File: src/rtl/student_iis_pkg.sv
// Shared types for the I2S / left-justified DAC transmitter.
package student_iis_pkg;

    typedef enum logic {
        IIS_MODE_I2S = 1'b0,
        IIS_MODE_LJ  = 1'b1
    } iis_mode_e;

    localparam int IIS_SAMPLE_W = 16;

    typedef struct packed {
        logic signed [IIS_SAMPLE_W-1:0] l;
        logic signed [IIS_SAMPLE_W-1:0] r;
    } iis_pair_t;

endpackage

File: src/rtl/student_sync_fifo.sv
// Single-clock FIFO with occupancy count; push/pop must be qualified by full/empty upstream.
module student_sync_fifo #(
    parameter int WIDTH = 32,
    parameter int DEPTH = 4
) (
    input  logic                           clk_i,
    input  logic                           rst_ni,
    input  logic                           push_i,
    input  logic                           pop_i,
    input  logic [WIDTH-1:0]               wdata_i,
    output logic [WIDTH-1:0]               rdata_o,
    output logic                           full_o,
    output logic                           empty_o,
    output logic [$clog2(DEPTH+1)-1:0]     level_o
);

    localparam int PTR_W = $clog2(DEPTH);
    localparam int LVL_W = $clog2(DEPTH+1);

    if (DEPTH < 2 || (DEPTH & (DEPTH - 1)) != 0) begin : g_depth_check
        $error("student_sync_fifo: DEPTH must be a power of two >= 2");
    end

    logic [WIDTH-1:0] mem_q [DEPTH];
    logic [PTR_W-1:0] wptr_q, rptr_q;
    logic [LVL_W-1:0] level_q;

    // NOTE: storage has no reset; the level counter alone decides what is valid.
    always_ff @(posedge clk_i) begin
        if (push_i) mem_q[wptr_q] <= wdata_i;
    end

    // NOTE: sequential state uses non-blocking assignments so every flop samples pre-edge values.
    always_ff @(posedge clk_i or negedge rst_ni) begin
        if (!rst_ni) begin
            wptr_q  <= '0;
            rptr_q  <= '0;
            level_q <= '0;
        end else begin
            if (push_i) wptr_q <= wptr_q + 1'b1;
            if (pop_i)  rptr_q <= rptr_q + 1'b1;
            if (push_i && !pop_i)      level_q <= level_q + 1'b1;
            else if (pop_i && !push_i) level_q <= level_q - 1'b1;
        end
    end

    assign rdata_o = mem_q[rptr_q];
    assign full_o  = (level_q == LVL_W'(DEPTH));
    assign empty_o = (level_q == '0);
    assign level_o = level_q;

endmodule

File: src/rtl/student_iis_transmitter_fifo.sv
// FIFO-buffered I2S/left-justified serialiser for the DAC path.
// Define STUDENT_IIS_TX_HOLD_LAST_EN to repeat the last popped pair on underrun instead of sending zeros.
module student_iis_transmitter_fifo
    import student_iis_pkg::*;
#(
    parameter int DATA_SIZE_FIR_OUT = 16,
    parameter int SLOT_WIDTH        = 24,
    parameter int FIFO_DEPTH        = 4
) (
    input  logic                                clk_i,
    input  logic                                rst_ni,
    input  logic [DATA_SIZE_FIR_OUT-1:0]        data_l_i,
    input  logic [DATA_SIZE_FIR_OUT-1:0]        data_r_i,
    input  logic                                valid_i,
    output logic                                ready_o,
    input  iis_mode_e                           mode_i,
    input  logic                                lrclk_rise_i,
    input  logic                                lrclk_fall_i,
    input  logic                                bclk_fall_i,
    output logic                                sdata_o,
    output logic                                underrun_o,
    output logic [$clog2(FIFO_DEPTH+1)-1:0]     level_o
);

    localparam int PAIR_W = 2 * DATA_SIZE_FIR_OUT;
    localparam int SR_W   = SLOT_WIDTH + 1;

    if (DATA_SIZE_FIR_OUT < 1 || DATA_SIZE_FIR_OUT > SLOT_WIDTH) begin : g_width_check
        $error("student_iis_transmitter_fifo: need 1 <= DATA_SIZE_FIR_OUT <= SLOT_WIDTH");
    end

    typedef struct packed {
        logic [DATA_SIZE_FIR_OUT-1:0] l;
        logic [DATA_SIZE_FIR_OUT-1:0] r;
    } pair_t;

    // Sample is MSB-aligned in the slot; the spare bit is the I2S delay bit or the LJ tail.
    function automatic logic [SR_W-1:0] format_slot(input logic [DATA_SIZE_FIR_OUT-1:0] s,
                                                    input iis_mode_e m);
        logic [SLOT_WIDTH-1:0] slot;
        slot = '0;
        slot[SLOT_WIDTH-1 -: DATA_SIZE_FIR_OUT] = s;
        return (m == IIS_MODE_LJ) ? {slot, 1'b0} : {1'b0, slot};
    endfunction

    logic              fifo_full, fifo_empty, push, pop;
    logic [PAIR_W-1:0] fifo_rdata;
    pair_t             rd_pair, underrun_pair, frame_pair;

    logic [SR_W-1:0]              sr_q;
    logic [DATA_SIZE_FIR_OUT-1:0] hold_r_q;
    iis_mode_e                    mode_q;
    logic                         underrun_q;

    assign ready_o = !fifo_full;
    assign push    = valid_i && ready_o;
    assign pop     = lrclk_fall_i && !fifo_empty;
    assign rd_pair = fifo_rdata;

    student_sync_fifo #(
        .WIDTH (PAIR_W),
        .DEPTH (FIFO_DEPTH)
    ) u_fifo (
        .clk_i   (clk_i),
        .rst_ni  (rst_ni),
        .push_i  (push),
        .pop_i   (pop),
        .wdata_i ({data_l_i, data_r_i}),
        .rdata_o (fifo_rdata),
        .full_o  (fifo_full),
        .empty_o (fifo_empty),
        .level_o (level_o)
    );

`ifdef STUDENT_IIS_TX_HOLD_LAST_EN
    pair_t last_q;

    always_ff @(posedge clk_i or negedge rst_ni) begin
        if (!rst_ni)  last_q <= '0;
        else if (pop) last_q <= rd_pair;
    end

    assign underrun_pair = last_q;
`else
    assign underrun_pair = '0;
`endif

    always_comb begin
        // NOTE: assign a default before any condition so no latch is inferred.
        frame_pair = underrun_pair;
        if (!fifo_empty) frame_pair = rd_pair;
    end

    // LRCLK strobes take priority over the BCLK shift; the new mode applies from this frame on.
    always_ff @(posedge clk_i or negedge rst_ni) begin
        if (!rst_ni) begin
            sr_q       <= '0;
            hold_r_q   <= '0;
            mode_q     <= IIS_MODE_I2S;
            underrun_q <= 1'b0;
        end else begin
            underrun_q <= 1'b0;
            if (lrclk_fall_i) begin
                mode_q     <= mode_i;
                sr_q       <= format_slot(frame_pair.l, mode_i);
                hold_r_q   <= frame_pair.r;
                underrun_q <= fifo_empty;
            end else if (lrclk_rise_i) begin
                sr_q <= format_slot(hold_r_q, mode_q);
            end else if (bclk_fall_i) begin
                sr_q <= {sr_q[SR_W-2:0], 1'b0};
            end
        end
    end

    assign sdata_o    = sr_q[SR_W-1];
    assign underrun_o = underrun_q;

endmodule

File: config.mk
export PLATFORM = sky130hd
export DESIGN_NAME = student_iis_transmitter_fifo
export DESIGN_NICKNAME = d
export VERILOG_FILES = /design/src/rtl/student_iis_pkg.sv /design/src/rtl/student_sync_fifo.sv /design/src/rtl/student_iis_transmitter_fifo.sv
export SDC_FILE = /design/constraint.sdc
export NUM_CORES = 1
export LEC_CHECK = 0
export BUFFER_PORTS_ARGS = -buffer_cell sky130_fd_sc_hd__clkbuf_2
export CAP_MARGIN = 20
export CORE_ASPECT_RATIO = 0.75
export CORE_MARGIN = 3
export CORE_UTILIZATION = 50
export DETAILED_ROUTE_END_ITERATION = 8
export MAX_ROUTING_LAYER = met4
export PLACE_DENSITY = 0.66
export SYNTH_ARGS = -nofsm -noshare
export SYNTH_HDL_FRONTEND = slang
export SYNTH_SLANG_ARGS = --single-unit
File: constraint.sdc
create_clock -name clk_i -period 2.4 [get_ports clk_i]
set_clock_uncertainty 0.1 [all_clocks]
set_input_delay 0.48 -clock clk_i [delete_from_list [all_inputs] [get_ports clk_i]]
set_output_delay 0.48 -clock clk_i [all_outputs]
set_load 0.01 [all_outputs]
# --- Word level (Yosys, flattened, before mapping) ---
# Memories as Yosys holds them, arrays and structs flattened.
# Index checks and enable logic that the tools add are counted.
word_totals:
  reg_bits: 50
  ram_bits: 128
  in_bits: 39
  output_inout_bits: 6
  n_memories: 1
op_classes:
  addsub: 4
  eq_ne: 1
  mux: 11
  reduce_logical: 11
mem_list:
  columns: ["memory", "words", "word_bits", "read_ports", "rd_clocked_by_memory_dff", "write_ports", "line", "source"]
  rows:
  - ["u_fifo.mem_q", 4, 32, 1, 0, 1, "student_sync_fifo.sv:24", "logic [WIDTH-1:0] mem_q [DEPTH];"]
ops:
  columns: ["cell", "count"]
  rows:
  - ["two-way mux 25 bit", 5]
  - ["two-way mux 32 bit", 1]
  - ["two-way mux 3 bit", 2]
  - ["adder 2 x 1 -> 2 bit, second input constant", 2]
  - ["logical AND 1 bit", 4]
  - ["logical NOT 1 bit", 4]
  - ["adder 3 x 1 -> 3 bit, second input constant", 1]
  - ["equality test 3 bit, second input constant", 1]
  - ["logical NOT 3 bit", 1]
  - ["two-way mux 1 bit", 3]
  - ["nonzero test 3 bit", 1]
  - ["subtractor 3 x 1 -> 3 bit, second input constant", 1]
  - ["nonzero test 2 bit", 1]

# --- Logic depth before layout (Yosys ltp) ---
# Gate-level depths: netlist of run 1.
logic_depth:
  depth_word: 7
  depth_mapped: 9

# --- Hierarchy ---
# Synthesis of run 1 repeated with hierarchy kept, for this count alone.
unflattened:
  hier_cells: 412
  area_unflattened_um2: 7096.8
by_module_without_submodules:
  columns: ["mod", "n_inst", "cells_each", "area_each_um2", "seq_area_each_um2"]
  rows:
  - ["student_sync_fifo", 1, 202, 5059.9, 4018.9]
  - ["student_iis_transmitter_fifo", 1, 210, 2037.0, 875.8]

# --- Worst setup path before layout of run 1 ---
# Ideal clock, no wire load.
synth_timing:
  path_type: "reg-to-reg"
  startpoint: "register u_fifo.level_q[0] (netlist: u_fifo.level_o[0])"
  endpoint: "register u_fifo.level_q[1] (netlist: u_fifo.level_o[1])"
  setup_time_ns: 0.125
  arrival_ns: 1.909
  setup_slack_ns: 0.266
  stages_incl_launch_ff: 8
  period_less_slack_ns: 2.134
  cell_sequence: "dfrtp_1 -> nor2_1 -> nand2_1 -> and2_0 -> ha_1 -> inv_1 -> fa_1 -> mux2_2"
synth_between:
  elab_chain_len: 6
  word_cells_on_any_way: 15
  cone_classes: "add/sub (2); eq/ne (1); mux (2); reduce/logical (10)"
synth_lines:
  columns: ["element", "line", "source"]
  rows:
  - ["from (decl)", "student_sync_fifo.sv:26", "logic [LVL_W-1:0] level_q;"]
  - ["from (signal assigned)", "student_sync_fifo.sv:42", "if (push_i && !pop_i) level_q <= level_q + 1'b1;"]
  - ["from (signal assigned)", "student_sync_fifo.sv:43", "else if (pop_i && !push_i) level_q <= level_q - 1'b1;"]
  - ["equality test 3 bit *", "student_sync_fifo.sv:48", "assign full_o = (level_q == LVL_W'(DEPTH));"]
  - ["logical NOT 1 bit *", "student_iis_transmitter_fifo.sv:55", "assign ready_o = !fifo_full;"]
  - ["net ready_o", "student_iis_transmitter_fifo.sv:15", "output logic ready_o,"]
  - ["logical AND 1 bit *", "student_iis_transmitter_fifo.sv:56", "assign push = valid_i && ready_o;"]
  - ["net push", "student_iis_transmitter_fifo.sv:46", "logic fifo_full, fifo_empty, push, pop;"]
  - ["logical NOT 1 bit", "student_sync_fifo.sv:43", null]
  - ["logical AND 1 bit", "student_sync_fifo.sv:43", null]
  - ["nonzero test 2 bit (no source line)", null, null]
# The timed path passes the listed nets; every way through them passes the cells marked *. The select of a mux whose other input is x is not followed.
# A chain may end at the register's enable or synchronous reset.

# --- Worst setup path after layout of run 1 ---
layout_timing:
  startpoint: "register u_fifo.level_q[0] (netlist: u_fifo.level_o[0])"
  endpoint: "register u_fifo.level_q[1] (netlist: u_fifo.level_o[1])"
layout_between:
  elab_chain_len: 6
  word_cells_on_any_way: 15
  cone_classes: "add/sub (2); eq/ne (1); mux (2); reduce/logical (10)"
layout_lines:
  columns: ["element", "line"]
  rows:
  - ["equality test 3 bit *", "student_sync_fifo.sv:48"]
  - ["logical NOT 1 bit *", "student_iis_transmitter_fifo.sv:55"]
  - ["logical AND 1 bit *", "student_iis_transmitter_fifo.sv:56"]
  - ["net push", "student_iis_transmitter_fifo.sv:46"]
  - ["logical NOT 1 bit", "student_sync_fifo.sv:43"]
  - ["logical AND 1 bit", "student_sync_fifo.sv:43"]
  - ["nonzero test 2 bit (no source line)", null]
# Marks and branches as above.

==> reports/results.txt, run 1 <==
Status = complete, no violations
Clk_lat worst skew = 0.42 ns
CP max stage cell = dfrtp_1
Hpwl dp = 7860 µm
Met1 Use GR = 0.266
Drt total wl = 12900 µm
Slew headroom = 0.460
Maxcap violations = 0
Leakage = 0.00302 µW
Slew @ Worst Pin = 0.808 ns
GRT Util Overall = 0.189
Largest net degree at the start of global routing = 43
Global-route met3 utilization = 0.0452
Synthesized instance count = 408
Finish-stage setup viols = 0
Core area = 0.0134 mm²
Final Util = 0.608
Crit-path cells = nor2_1, nand2_1, and2_0, ha_1, inv_1, fa_1, mux2_2
Crit. End Element = flip-flop
Via density = 5.77
WP buf/inv = 1
Max Root-Sink Buffers = 2
GRT busiest layer = met2
Delay-heaviest family, CP = adder cells
Setup WS post-layout = 0.198 ns
CTS tree = yes
Die X = 143 µm
TritonRoute pass-1 iters = 4
Worst EP arrival = 2.41 ns
Gpl congestion = 0.814
DRT iter0 DRCs = 314
Initial antenna violation count = 0
Top_reg_cell synth = edfxtp_1
Post-synth EDFFs = 128
Post-cts resize count = 0
Setup tns final = 0 ns
Share of cells above drive strength 1 = 0.257
Mux cell area share after synthesis = 0.147
Multi-input gate area = 0.00190 mm²
Vias in the first global route = 3774
Hold Path Class = in -> async
Yosys reg bits = 170
Synth Warn # = 0
Num CTS Buffers = 17
Root buffer cell = clkbuf_16
Netlist Area Pre-Place = 0.00704 mm²
Syn Area/Cell = 17.3 µm²
Worst slack, placed = 0.217 ns
Initial Util = 0.526
Syn_nets = 453
Die height = 109 µm
Pins Over Slew Limit = 0
Hold_buf cts = 0
Post-route minimum period = 2.20 ns
Synth Area in Compound Gates = 0.0668
Fin crit share = 0.917
Die area = 0.0156 mm²
Drt drc = 0
Kind of start point of the critical path = flip-flop
Post-synth ARST share = 0.247
Synth Area in XOR/XNOR = 0.00746
Nets@finish = 502
CP Max Fanout = 6
Sequential standard cell area = 0.00490 mm²
Clock-pin transition on the worst setup and hold timing paths = 0.06 ns
Row count = 36
H-tree levels = 4
Synth unique cells = 41
Critical path class = reg -> reg
Register area share after synthesis = 0.695
DRT antenna net count = 0
Wirelength per Cell = 20.0 µm
DR vias = 3697
I/O pin cnt = 45
Fin. Hold Viols = 0
Setup bufs post-CTS = 0
Synth Area in Simple Gates = 0.0373
Pwr dens = 1210 mW/mm²
Congestion Overflow GR = 0
CTS sink cnt = 170
GR Util met2 = 0.275
Antenna diodes = 0
Fmax achieved = 454 MHz
RSZ-0062 raised after global routing = false
Fin Hold WS = 0.0329 ns
Area grow syn2layout = 15.6%
Worst Path Required = 2.61 ns
Largest family of logic cells by synthesized area = multiplexers
Max incr delay on CP = 0.45 ns
Filler cells = 961
Worst VDD drop = 589 µV
Number of I/O port buffers = 44
Adder-cell area share of the yosys netlist = 0.0117
First-pass GRT wire length = 20900 µm
==> synth_stat cells, drive strengths merged, types with 10 or more instances <==
cell type | n | area, µm²
nor2b | 10 | 62.6
buf | 14 | 110
inv | 22 | 82.6
clkbuf | 13 | 50.0
mux4 | 36 | 833
mux2i | 18 | 180
o21ai | 18 | 90.1
nand2 | 21 | 78.8
a221o | 10 | 100
a211oi | 21 | 158
nor2 | 13 | 48.8
edfxtp | 128 | 3840
dfrtp | 42 | 1050
==> final timing paths <==
check | from | to | slack (ns) | cells past startpoint
worst max-delay path | u_fifo.level_o[0] | u_fifo.level_o[1] | 0.20 | 7
worst min-delay path | rst_ni | underrun_o | 0.03 | 2
worst max register to register | u_fifo.level_o[0] | u_fifo.level_o[1] | 0.20 | 7
worst min register to register | sr_q[13] | sr_q[13] | 0.43 | 1
max in group asynchronous | rst_ni | u_fifo.rptr_q[0] | 1.75 | 2
min in group clk_i | data_l_i[8] | u_fifo.mem_q[2][24] | 0.17 | 1
==> cells in the final DEF (no fill, tap or decap), types with 7 or more instances in the layout <==
master,instances
edfxtp_1,128
nor2b_1,10
nor2_1,13
clkbuf_2,44
a211oi_1,21
inv_1,21
dfrtp_1,41
buf_12,7
clkbuf_16,17
nand2_1,21
a221o_1,10
o21ai_0,15
mux4_2,30
mux2i_1,18
==> cells by family (layout without fill, tap and decap cells) <==
logic type | count (synthesis) | after routing
DFF | 170 | 170
AOI/OAI and AO/OA | 66 | 66
muxes | 56 | 56
and+or+nand+nor | 55 | 55
buffers and inverters | 49 | 111
adders and majority gates | 6 | 6
xor gates and xnor gates | 6 | 6
==> registers in the layout, summed over array words and instances, names as in the netlist <==
| name | count |
|---|---|
| u_fifo.level_o | 3 |
| sr_q | 17 |
| u_fifo.rptr_q | 2 |
| u_fifo.mem_q | 128 |
| underrun_o | 1 |
| u_fifo.wptr_q | 2 |
| mode_q | 1 |
| hold_r_q | 16 |
==> per-stage QoR <==
stage | area (µm²) | instances | total power, µW
after detailed placement | 7500 | 609 | 7070
after floorplan | 7040 | 408 | 6220
after global routing | 8140 | 641 | 10400
after global placement | 7500 | 609 | 6980
final | 8140 | 641 | 9860
after CTS | 8140 | 641 | 10000
==> worst register-to-register path, delay by kind of cell (launching register included) <==
| kind | cells | cell delay (ns) |
|---|---|---|
| multiplexers | 1 | 0.26 |
| flip-flops | 1 | 0.45 |
| AND/OR/NAND/NOR | 3 | 0.54 |
| buffers and inverters | 1 | 0.08 |
| adder cells (fa/ha/maj) | 2 | 0.66 |
==> per-layer routing <==
metal,up-vias,share of wire,wire length [µm]
met5,-,0,0
met4,0,0.012,153
met3,14,0.048,611
met2,78,0.47,6000
met1,1900,0.47,6080
li1,1705,-,-
==> cell type report <==
type,count,area share
Clock inverter,15,0.0260
Inverter,22,0.0101
Tap cell,171,0.0263
Clock buffer,17,0.0523
Sequential cell,170,0.602
Timing Repair Buffer,57,0.0498
Multi-Input combinational cell,189,0.234
==> where the power goes <==
part / internal, µW / total, µW / switching [µW]
sequential: 3980 / 4320 / 343
combinational: 1270 / 2640 / 1370
clock: 1760 / 2900 / 1140
total: 7010 / 9860 / 2850
Power figures use the tool's default switching activity.
==> inputs of run 2 (changes only) <==
--- a/config.mk
+++ b/config.mk
@@ -8,11 +8,12 @@
 export BUFFER_PORTS_ARGS = -buffer_cell sky130_fd_sc_hd__clkbuf_2
 export CAP_MARGIN = 20
 export CORE_ASPECT_RATIO = 0.75
-export CORE_MARGIN = 3
+export CORE_MARGIN = 4
 export CORE_UTILIZATION = 50
 export DETAILED_ROUTE_END_ITERATION = 8
 export MAX_ROUTING_LAYER = met4
 export PLACE_DENSITY = 0.66
+export REMOVE_ABC_BUFFERS = 1
 export SYNTH_ARGS = -nofsm -noshare
 export SYNTH_HDL_FRONTEND = slang
 export SYNTH_SLANG_ARGS = --single-unit
==> run 2 against run 1 <==
Compared with the run above:
- combinational power is essentially flat
- total power down 2.0%
- highest routed layer unchanged
- final cell count rose by 0.94%
==> reports/results.txt, run 2 (same netlist as run 1, synthesis figures left out) <==
Congestion Overflow GR = 0 (unchanged)
Fmax achieved = 455 MHz (+0.22%)
Hold_buf cts = 0 (unchanged)
Fin. Hold Viols = 0 (unchanged)
Root buffer cell = clkbuf_16
DRT iter0 DRCs = 243 (-23%)
Gpl congestion = 0.779 (-4.3%)
Status = complete, no violations
Slew headroom = 0.443 (-0.0170)
Finish-stage setup viols = 0 (unchanged)
Clock-pin transition on the worst setup and hold timing paths = 0.06 ns (about the same)
Clk_lat worst skew = 0.41 ns (about the same)
RSZ-0062 raised after global routing = false
Worst Path Required = 2.59 ns (-0.02 ns)
Die height = 111 µm (+1.8%)
Worst VDD drop = 607 µV (+3.0%)
Core area = 0.0137 mm² (+2.8%)
Maxcap violations = 0 (unchanged)
CP Max Fanout = 6 (unchanged)
Post-route minimum period = 2.20 ns (-0.00485 ns)
Number of I/O port buffers = 44 (unchanged)
Drt total wl = 12800 µm (about the same)
Commonest cells after routing, fill and taps aside = edfxtp_1 (128), clkbuf_2 (44), dfrtp_1 (41), mux4_2 (30)
Die X = 145 µm (+1.4%)
Share of cells above drive strength 1 = 0.261 (+0.00315)
Nets@finish = 504 (+0.40%)
CTS tree = yes
Largest net degree at the start of global routing = 41 (-4.7%)
Worst slack, placed = 0.215 ns (-0.00174 ns)
Max Root-Sink Buffers = 2 (unchanged)
TritonRoute pass-1 iters = 4 (unchanged)
Pwr dens = 1190 mW/mm² (-1.5%)
Filler cells = 998 (+3.9%)
Largest regs = u_fifo.mem_q: 128 flops, sr_q: 17 flops, hold_r_q: 16 flops
Vias in the first global route = 3828 (+1.4%)
Most common cell after layout, fill and taps aside = edfxtp_1
I/O pin cnt = 45 (unchanged)
Die area = 0.0161 mm² (+3.3%)
Row count = 37 (+2.8%)
Initial Util = 0.512 (-0.0142)
Biggest register = u_fifo.mem_q
Area grow syn2layout = 15.0%
DR vias = 3694 (-0.081%)
First-pass GRT wire length = 21000 µm (+0.10%)
Drt drc = 0 (unchanged)
Pins Over Slew Limit = 0 (unchanged)
Post-cts resize count = 0 (unchanged)
Critical path class = reg -> reg
Kind of start point of the critical path = flip-flop
Leakage = 0.00300 µW (-0.62%)
Num CTS Buffers = 17 (unchanged)
Worst EP arrival = 2.39 ns (-0.02 ns)
Via density = 5.71 (-1.0%)
Setup bufs post-CTS = 0 (unchanged)
CTS sink cnt = 170 (unchanged)
Slew @ Worst Pin = 0.833 ns (+0.0253 ns)
Fin crit share = 0.915 (-0.00202)
Crit. End Element = flip-flop
Wirelength per Cell = 19.8 µm (-1.0%)
Hpwl dp = 7940 µm (+0.92%)
Antenna diodes = 0 (unchanged)
H-tree levels = 4 (unchanged)
Initial antenna violation count = 0 (unchanged)
Fin Hold WS = 0.0382 ns (+0.00525 ns)
Setup WS post-layout = 0.203 ns (+0.00485 ns)
Max reg flops = 128 (unchanged)
DRT antenna net count = 0 (unchanged)
Hold Path Class = in -> async
GRT Util Overall = 0.173 (-0.0155)
==> run 2: cell types whose count changed in the layout (fill, tap and decap cells not counted), sizes merged <==
cell	change
bufinv	-2
buf	+2
clkbuf	+3
clkinvlp	+1
inv	-1
clkinv	-1
==> run 2: final timing paths <==
check,startpoint,to,slack [ns],cells past startpoint
max in group asynchronous,rst_ni,hold_r_q[6],1.49,2
worst min register to register,sr_q[13],sr_q[13],0.41,1
min in group clk_i,data_r_i[0],u_fifo.mem_q[2][0],0.18,1
worst max register to register,u_fifo.level_o[0],u_fifo.level_o[1],0.20,7
worst min-delay path,rst_ni,underrun_o,0.04,1
worst max-delay path,u_fifo.level_o[0],u_fifo.level_o[1],0.20,7
==> run 2: cell type report <==
type                       count  area, µm²  share of cell area
tap                          175        219              0.0270
timing repair buffer          59        408              0.0504
inverter                      22       82.6              0.0102
clock inverter                12        141              0.0175
multi-input combinational    189       1900               0.235
clock buffer                  20        447              0.0552
sequential                   170       4900               0.605
==> run 2: critical path: stages, from the launching register on <==
cell	delay [ns]
dfrtp_1	0.44
nor2_1	0.15
nand2_1	0.14
and2_0	0.26
ha_1	0.25
inv_1	0.07
fa_1	0.40
mux2_2	0.27
==> run 2: report_power, final <==
group          internal, µW  leakage [µW]  switching [µW]
registers              3980       0.00168             363
clock network          1580      0.000287            1100
logic                  1290       0.00103            1350
total                  6840       0.00300            2810
==> run 2: layer usage <==
layer,up-vias,GRT usage,part of all wire
li1,1702,-,-
met1,1903,0.246,0.48
met2,75,0.258,0.47
met3,14,0.0392,0.042
met4,0,0.0424,0.0096
met5,-,-,0
==> run 2: stage by stage <==
stage / cell area [µm²] / TNS, ns / utilization / cells / power, µW
6_report: 8100 / 0 / 0.589 / 647 / 9660
5_1_grt: 8100 / 0 / 0.589 / 647 / 10200
4_1_cts: 8100 / 0 / 0.589 / 647 / 9770
3_5_place_dp: 7510 / 0 / 0.546 / 615 / 7070
3_3_place_gp: 7510 / 0 / 0.546 / 615 / 6970
2_1_floorplan: 6880 / -2.52 / - / 381 / 6070
==> inputs of run 3 (changes only) <==
--- a/config.mk
+++ b/config.mk
@@ -12,7 +12,7 @@
 export CORE_UTILIZATION = 50
 export DETAILED_ROUTE_END_ITERATION = 8
 export MAX_ROUTING_LAYER = met4
-export PLACE_DENSITY = 0.66
+export PLACE_DENSITY = 0.68
 export REMOVE_ABC_BUFFERS = 1
 export SYNTH_ARGS = -nofsm -noshare
 export SYNTH_HDL_FRONTEND = slang
==> constraint.sdc (replaced) <==
create_clock -name clk_i -period 2.4 [get_ports clk_i]
set_clock_uncertainty 0.1 [all_clocks]
set_input_delay 0.48 -clock clk_i [delete_from_list [all_inputs] [get_ports clk_i]]
set_output_delay 0.48 -clock clk_i [all_outputs]
set_load 0.02 [all_outputs]
==> run 3 against run 2 <==
Compared with the run above:
- sequential cell count unchanged
- worst hold slack better by 0.14 ns
- die area stayed put
- count of clock-buffer cells in the layout fell by 2
- non-clock buffer count up 2
- cell area down 0.40%
- worst setup slack worse by 0.024 ns
- first-iteration DRC count is 24% higher
- final cell count up 0.31%
==> reports/results.txt, run 3 (same netlist as run 1, synthesis figures left out) <==
Hpwl dp = 8280 µm (+4.4%)
Row count = 37 (unchanged)
Fin crit share = 0.925 (+0.00979)
Vias in the first global route = 3965 (+3.6%)
DR vias = 3735 (+1.1%)
CTS sink cnt = 170 (unchanged)
Reg2reg setup slack = 0.18 ns (-0.02 ns)
Die X = 145 µm (unchanged)
TritonRoute pass-1 iters = 5 (+1)
Status = complete, no violations
Worst Path Required = 2.63 ns (+0.04 ns)
Number of I/O port buffers = 44 (unchanged)
Area grow syn2layout = 14.5%
First-pass GRT wire length = 22000 µm (+4.8%)
Power Total = 9570 µW (-0.89%)
DRT iter0 DRCs = 302 (+24%)
Fin. Hold Viols = 0 (unchanged)
CTS tree = yes
DRT antenna net count = 0 (unchanged)
Multi-input gate area = 0.00190 mm² (unchanged)
Commonest cells after routing, fill and taps aside = edfxtp_1 (128), clkbuf_2 (44), dfrtp_1 (41), mux4_2 (30)
CP Max Fanout = 6 (unchanged)
Largest net degree at the start of global routing = 33 (-20%)
Slew headroom = 0.626 (+0.183)
Post-cts resize count = 0 (unchanged)
Worst VDD drop = 657 µV (+8.2%)
Cell Count, Final, Fillers Out = 649 (+0.31%)
Die height = 111 µm (unchanged)
Core area = 0.0137 mm² (unchanged)
Largest regs = u_fifo.mem_q: 128 flops, sr_q: 17 flops, hold_r_q: 16 flops
Max reg flops = 128 (unchanged)
Pwr dens = 1190 mW/mm² (-0.49%)
Fmax achieved = 450 MHz (-1.1%)
Most common cell after layout, fill and taps aside = edfxtp_1
Root buffer cell = clkbuf_16
Crit. End Element = flip-flop
Post-route minimum period = 2.22 ns (+0.0235 ns)
Finish-stage setup viols = 0 (unchanged)
Critical path class = reg -> reg
Hold_buf cts = 1 (+1)
Clk_lat worst skew = 0.42 ns (about the same)
Clock-pin transition on the worst setup and hold timing paths = 0.07 ns (about the same)
Antenna diodes = 0 (unchanged)
H-tree levels = 4 (unchanged)
Drt drc = 0 (unchanged)
Critical Path Source = u_fifo.level_o[0]
I/O pin cnt = 45 (unchanged)
Die area = 0.0161 mm² (unchanged)
Fin Hold WS = 0.177 ns (+0.139 ns)
Worst setup path endpoint = u_fifo.level_o[2]
Pins Over Slew Limit = 0 (unchanged)
Share of cells above drive strength 1 = 0.262 (+0.00101)
Sequential standard cell area = 0.00490 mm² (unchanged)
Slew @ Worst Pin = 0.561 ns (-0.272 ns)
Initial Util = 0.512 (unchanged)
Maxcap violations = 0 (unchanged)
R2R depth = 9 (+2)
Worst r2r dst = u_fifo.level_o[2]
Max Root-Sink Buffers = 2 (unchanged)
Initial antenna violation count = 0 (unchanged)
Gpl congestion = 0.769 (-1.3%)
GRT Util Overall = 0.183 (+0.0102)
Hold Path Class = in -> reg
Nets@finish = 506 (+0.40%)
Crit Reg-Reg Startpoint = u_fifo.level_o[0]
Placed instance count = 616 (+0.16%)
Drt total wl = 13400 µm (+4.5%)
Kind of start point of the critical path = flip-flop
Wirelength per Cell = 20.7 µm (+4.2%)
Filler cells = 1046 (+4.8%)
Via density = 5.76 (+0.80%)
Num CTS Buffers = 17 (unchanged)
Biggest register = u_fifo.mem_q
Worst EP arrival = 2.45 ns (+0.06 ns)
Setup bufs post-CTS = 0 (unchanged)
Congestion Overflow GR = 0 (unchanged)
Leakage = 0.00298 µW (-0.49%)
RSZ-0062 raised after global routing = false
-- run 3: through the flow --
step	worst slack, ns	utilization	area [µm²]	TNS, ns
final	0.180	0.587	8070	0
after global routing	0.0297	0.587	8070	0
after CTS	0.169	0.587	8070	0
after detailed placement	0.189	0.545	7490	0
after global placement	0.273	0.545	7490	0
after floorplan	-0.257	-	6880	-2.52
-- run 3: critical path, stage by stage (launching register included) --
cell	delay [ns]
dfrtp_1	0.45
nor2_1	0.09
nand2_1	0.15
and2_0	0.27
ha_1	0.22
inv_1	0.06
fa_1	0.37
xor2_1	0.15
nor2_1	0.11
xor2_1	0.16
-- run 3: final cells by class --
class,instances,share of cell area
Timing Repair Buffer,61,0.0496
Clock buffer,18,0.0532
Inverter,22,0.0102
Multi-Input combinational cell,189,0.236
Tap cell,175,0.0271
Clock inverter,14,0.0166
Sequential cell,170,0.607
-- run 3: per-layer routing --
metal | global-route usage | share of wire | up-vias
met1 | 0.259 | 0.45 | 1901
li1 | - | - | 1711
met4 | 0.0513 | 0.0027 | 0
met2 | 0.271 | 0.48 | 119
met5 | - | 0 | -
met3 | 0.0437 | 0.067 | 4
-- run 3: report_power, final --
part	switching [µW]	total (µW)	internal (µW)
clock	1140	2590	1450
combinational	1390	2620	1240
sequential	378	4360	3980
total	2900	9570	6660
-- run 3: worst min-delay path by stage --
stage | from | end | slack [ns] | cells past startpoint
detailed placement | rst_ni | hold_r_q[13] | 0.39 | 1
global route | data_r_i[0] | u_fifo.mem_q[2][0] | 0.16 | 1
finish | data_r_i[1] | u_fifo.mem_q[2][1] | 0.18 | 1
CTS | data_r_i[1] | u_fifo.mem_q[1][1] | 0.16 | 1
floorplan | rst_ni | hold_r_q[0] | 0.08 | 0
global placement | rst_ni | hold_r_q[13] | 0.38 | 1
